--- config.mk ---
export PLATFORM = sky130hd
export DESIGN_NAME = rst_seq_ctrl
export DESIGN_NICKNAME = d
export VERILOG_FILES = /design/src/rtl/rst_seq_ctrl.sv
export SDC_FILE = /design/constraint.sdc
export NUM_CORES = 1
export LEC_CHECK = 0
export BUFFER_PORTS_ARGS = -buffer_cell sky130_fd_sc_hd__buf_2
export CAP_MARGIN = 25
export CORE_MARGIN = 10
export CORE_UTILIZATION = 40
export CTS_CLUSTER_DIAMETER = 200
export DETAILED_ROUTE_END_ITERATION = 6
export HOLD_SLACK_MARGIN = 0.08
export PLACE_DENSITY_LB_ADDON = 0.12
export REMOVE_ABC_BUFFERS = 1
export SYNTH_ARGS = -nofsm -noshare
export SYNTH_HDL_FRONTEND = slang
export SYNTH_SLANG_ARGS = --single-unit
export TNS_END_PERCENT = 20
--- constraint.sdc ---
create_clock -name CLK -period 1.78 [get_ports CLK]
set_input_delay 0.089 -clock CLK [delete_from_list [all_inputs] [get_ports CLK]]
set_output_delay 0.089 -clock CLK [all_outputs]
set_load 0.01 [all_outputs]
--- src/rtl/rst_seq_ctrl.sv ---
// Multi-domain reset sequencer: holds all domain resets, then releases them in index order,
// waiting for each ack plus a programmable gap. Optional ack timeout via `SEQ_ACK_TIMEOUT_EN.
module rst_seq_ctrl #(
  parameter int unsigned NUM_DOMAINS = 4,
  parameter int unsigned DLY_WIDTH   = 8,
  parameter int unsigned HOLD_CYCLES = 4,
  parameter int unsigned ACK_TIMEOUT = 16
) (
  input  logic                   CLK,
  input  logic                   RST,
  input  logic                   SW_RST_REQ,
  input  logic [DLY_WIDTH-1:0]   DLY_GAP,
  input  logic [NUM_DOMAINS-1:0] DOM_ACK,
  output logic [NUM_DOMAINS-1:0] DOM_RST_N,
  output logic                   SEQ_BUSY,
  output logic                   SEQ_DONE,
  output logic                   TIMEOUT_ERR
);

  localparam int unsigned IDX_W  = (NUM_DOMAINS > 1) ? $clog2(NUM_DOMAINS) : 1;
  localparam int unsigned HOLD_W = $clog2(HOLD_CYCLES + 1);
  localparam int unsigned TMO_W  = $clog2(ACK_TIMEOUT + 1);
  localparam int unsigned CNT_A  = (HOLD_W > DLY_WIDTH) ? HOLD_W : DLY_WIDTH;
  localparam int unsigned CNT_W  = (TMO_W > CNT_A) ? TMO_W : CNT_A;

  localparam logic [2:0] S_HOLD     = 3'd0;
  localparam logic [2:0] S_RELEASE  = 3'd1;
  localparam logic [2:0] S_WAIT_ACK = 3'd2;
  localparam logic [2:0] S_GAP      = 3'd3;
  localparam logic [2:0] S_DONE     = 3'd4;

  logic [2:0]             state, state_nxt;
  logic [IDX_W-1:0]       idx, idx_nxt;
  logic [CNT_W-1:0]       cnt, cnt_nxt;
  logic [NUM_DOMAINS-1:0] rst_n_nxt;
  logic                   busy_nxt, done_nxt;
  logic                   adv;

`ifdef SEQ_ACK_TIMEOUT_EN
  logic terr_q, terr_nxt;
  assign TIMEOUT_ERR = terr_q;
`else
  assign TIMEOUT_ERR = 1'b0;
`endif

  // State and registered outputs; RST overrides everything
  always_ff @(posedge CLK) begin
    if (RST) begin
      state     <= S_HOLD;
      idx       <= '0;
      cnt       <= '0;
      DOM_RST_N <= '0;
      SEQ_BUSY  <= 1'b1;
      SEQ_DONE  <= 1'b0;
`ifdef SEQ_ACK_TIMEOUT_EN
      terr_q    <= 1'b0;
`endif
    end else begin
      state     <= state_nxt;
      idx       <= idx_nxt;
      cnt       <= cnt_nxt;
      DOM_RST_N <= rst_n_nxt;
      SEQ_BUSY  <= busy_nxt;
      SEQ_DONE  <= done_nxt;
`ifdef SEQ_ACK_TIMEOUT_EN
      terr_q    <= terr_nxt;
`endif
    end
  end

  // Next state, counters and output values
  always_comb begin
    state_nxt = state;
    idx_nxt   = idx;
    cnt_nxt   = cnt;
    rst_n_nxt = DOM_RST_N;
    busy_nxt  = SEQ_BUSY;
    done_nxt  = SEQ_DONE;
    adv       = 1'b0;
`ifdef SEQ_ACK_TIMEOUT_EN
    terr_nxt  = terr_q;
`endif

    if (SW_RST_REQ) begin
      state_nxt = S_HOLD;
      idx_nxt   = '0;
      cnt_nxt   = '0;
      rst_n_nxt = '0;
      busy_nxt  = 1'b1;
      done_nxt  = 1'b0;
`ifdef SEQ_ACK_TIMEOUT_EN
      terr_nxt  = 1'b0;
`endif
    end else begin
      case (state)
        S_HOLD: begin
          if (cnt == CNT_W'(HOLD_CYCLES - 1)) begin
            state_nxt = S_RELEASE;
            cnt_nxt   = '0;
          end else begin
            cnt_nxt = cnt + CNT_W'(1);
          end
        end
        S_RELEASE: begin
          rst_n_nxt[idx] = 1'b1;
          state_nxt      = S_WAIT_ACK;
          cnt_nxt        = '0;
        end
        S_WAIT_ACK: begin
          adv = DOM_ACK[idx];
`ifdef SEQ_ACK_TIMEOUT_EN
          // An ack on the final timeout cycle wins and raises no error
          if (!DOM_ACK[idx]) begin
            if (cnt == CNT_W'(ACK_TIMEOUT - 1)) begin
              adv      = 1'b1;
              terr_nxt = 1'b1;
            end else begin
              cnt_nxt = cnt + CNT_W'(1);
            end
          end
`endif
          if (adv) begin
            if (idx == IDX_W'(NUM_DOMAINS - 1)) begin
              state_nxt = S_DONE;
              done_nxt  = 1'b1;
              busy_nxt  = 1'b0;
            end else if (DLY_GAP == '0) begin
              state_nxt = S_RELEASE;
              idx_nxt   = idx + IDX_W'(1);
            end else begin
              state_nxt = S_GAP;
              cnt_nxt   = CNT_W'(DLY_GAP);
            end
          end
        end
        S_GAP: begin
          if (cnt <= CNT_W'(1)) begin
            state_nxt = S_RELEASE;
            idx_nxt   = idx + IDX_W'(1);
            cnt_nxt   = '0;
          end else begin
            cnt_nxt = cnt - CNT_W'(1);
          end
        end
        S_DONE: begin
          state_nxt = S_DONE;
        end
        default: begin
          state_nxt = S_HOLD;
          idx_nxt   = '0;
          cnt_nxt   = '0;
        end
      endcase
    end
  end

endmodule

==> metrics.yaml <==
status: "complete, but fails checks"
violations: "negative setup slack"
synth_top_family_by_area: "simple AND/OR/NAND/NOR gates"
cp.arrival_ps: 2030
drive_above_1_share: 0.387
gr-usage-all-layers: 0.135
setup.worst_path.start_class: "flop"
synthXorXnorAreaFrac: 0.0321
insertion_delay_ps: 300
post-synth-top-count-cell: "dfxtp_1"
slew_headroom: 0.616
ctsRootBufferMaster: "clkbuf_4"
max_stage_delay_ps: 550
cts_hold_buffers: 0
drt_first_pass_iters: 4
rsz0062_at_grt: "yes"
crit_slowest_cell: "mux4_2"
drc: 0
wl_mm: 4.14
critPathTopFamily: "multiplexers"
layout.nets: 248
postSynthCellCount: 175
crit_fanout: 4
clock_sinks: 19
dieArea_mm2: 0.00615
finClkSkew_ps: 2.07
gp_congestion: 0.858
grt_pass1_vias: 1483
synth_fa_ha_area_frac: 0.0641
antenna_found_initial: 0
dpl.hpwl_mm: 3.31
yosysTopAreaCellShare: 0.278
cts_buffers: 3
maxSlewViolCount: 0
muxShareOfSynthArea: 0.0531
wire_per_inst_um: 15.3
crit_path_cell_trace: "mux4_2 > nor2b_4 > a41o_2 > or2_2 > a21oi_1"
multi_input_area_um2: 943
vias: 1473
die_y_um: 78.4
synthDistinctLibCells: 49
synth_compound_area_frac: 0.247
powerDensity_mw_per_mm2: 414
grt_pass1_wl_mm: 6.86
grt_overflow: 0
power_uw: 761
maxCapViolCount: 0
yosysSeqAreaShare: 0.278
yosysWarnings: 0
async_reset_ff_frac: 0
period_share: 1.00
synthTopCellsByArea: "dfxtp_1 28%, ha_1 6.4%, a21oi_1 5.9%, nor2_1 4.9%, nand2_1 4.1%"
setup_viol: 2
layout_min_cycle_time_ps: 1790
synth-edff-count: 0
io_pins: 22
syn_area_mm2: 0.00137
htree_num_levels: 1
via_per_inst: 5.44
final-hold-violation-count: 0
cts_tree: "done"
synth_common_cells: "19 x dfxtp_1, 18 x nor2_1, 16 x a21oi_1, 15 x nand2_1, 11 x o21ai_0"
grt_max_degree: 14
antenna_cells: 0
area_delta_synth_final_pct: 34.5
synthSimpleGateAreaFrac: 0.253
ys.flop_type: "dfxtp_1"
whs_ps: 127
cp_num_buf_inv: 0
core_mm2: 0.00331
ant_nets: 0
worst_slew_pin_slew_ps: 571
fmax_ghz: 0.559
clk_path_buf_depth: 2
drt_iter0_drc: 92
synth_area_per_cell_um2: 7.81
start_util: 0.413
io_buffer_count: 20
p_leak_uw: 0.000788
crit_type: "reg -> reg"
row_count: 21
worstPathRequired_ps: 2020
clk_pin_slew_ps: 110
synth_seq_cells: 19
fp.dieW_um: 78.4
layout_setup_ws_ps: -8.72
hold_class: "in -> reg"
fillers: 325
end_kind: "flop"
synth.largest_area_cell: "dfxtp_1"
peakVddDrop_mv: 0.426
seqCellArea_um2: 390
power by group:
part	switching, uW	leakage, uW	internal [uW]
Clock	140	0.0000177	83.9
Combinational	48.7	0.000614	57.7
Sequential	3.28	0.000156	427
Total	192	0.000788	569
logic make-up (layout without fill, tap and decap cells):
logic type | count (synthesis) | count (layout)
AOI/OAI and AO/OA | 50 | 50
xor gates and xnor gates | 5 | 5
adders and majority gates | 7 | 7
buffers and inverters | 20 | 70
DFF | 19 | 19
muxes | 6 | 6
other | 1 | 1
and+or+nand+nor | 67 | 67
cells in the final DEF, fill, tap and decap left out, types with 2 or more instances in the layout:
| cell | Yosys | final |
|---|---|---|
| nor4_2 | 0 | 2 |
| buf_6 | 1 | 2 |
| xor2_1 | 3 | 3 |
| nor2_1 | 18 | 18 |
| clkbuf_4 | 0 | 3 |
| dfxtp_2 | 0 | 5 |
| xnor2_1 | 2 | 2 |
| or4_4 | 1 | 2 |
| or4_1 | 3 | 2 |
| nor3b_1 | 3 | 3 |
| inv_1 | 9 | 9 |
| o21a_1 | 2 | 2 |
| o21ai_0 | 11 | 9 |
| nand2_1 | 15 | 15 |
| a32o_1 | 3 | 3 |
| a21oi_1 | 16 | 15 |
| buf_2 | 4 | 20 |
| o21ai_2 | 0 | 2 |
| buf_4 | 2 | 35 |
| nor3_1 | 7 | 7 |
| dfxtp_1 | 19 | 13 |
| nand3_1 | 5 | 4 |
| o22ai_1 | 2 | 2 |
| or2_2 | 4 | 4 |
| ha_1 | 7 | 7 |
| mux2i_1 | 5 | 5 |
worst paths after layout:
| check | startpoint | end | slack, ps | cells after the start |
|---|---|---|---|---|
| setup / recovery | idx[0] | idx[1] | -9 | 5 |
| setup reg to reg | idx[0] | idx[1] | -9 | 5 |
| hold / removal | RST | state[1] | 130 | 4 |
| hold reg to reg | SEQ_BUSY | SEQ_BUSY | 450 | 2 |
area by class of cell:
| type | instances | area share |
|---|---|---|
| Multi-Input combinational cell | 136 | 0.513 |
| Sequential cell | 19 | 0.212 |
| Timing Repair Buffer | 57 | 0.210 |
| Tap cell | 46 | 0.0313 |
| Inverter | 9 | 0.0184 |
| Clock buffer | 3 | 0.0123 |
| Clock inverter | 1 | 0.00272 |
tightest hold or removal path, delay by kind of cell:
family,cells,cell delay (ps)
buffers and inverters,1,80
AND/OR/NAND/NOR,2,160
AO/OA/AOI/OAI,1,60
per-layer routing:
layer / global-route usage / share of wire
met5: 0 / 0
met4: 0.0573 / 0.022
met3: 0.0308 / 0.052
met2: 0.229 / 0.51
met1: 0.158 / 0.42
stage by stage:
stage,instances,worst slack [ps],TNS [ps],cell area [um2],utilization
after CTS,270,-33.1,-66.7,1790,0.539
after floorplan,164,-53.0,-98.0,1310,-
after detailed placement,266,-66.1,-320,1730,0.523
after global routing,271,-108,-580,1840,0.555
final,271,-8.72,-15.4,1840,0.555
after global placement,266,-46.8,-172,1730,0.523
sequential cells by signal, summed over array words and instances, names as in the netlist:
signal and flops:
SEQ_BUSY 1, SEQ_DONE 1, DOM_RST_N 4, state 3, idx 2, cnt 8
repair_timing:
action,CTS,global route
endpoints found under the setup margin,11,12
hold endpoints to repair,0,0
gates resized for setup,8,15
buffers inserted,0,1
pin swaps,1,4
Note: power is estimated with default switching activity, not from simulation.
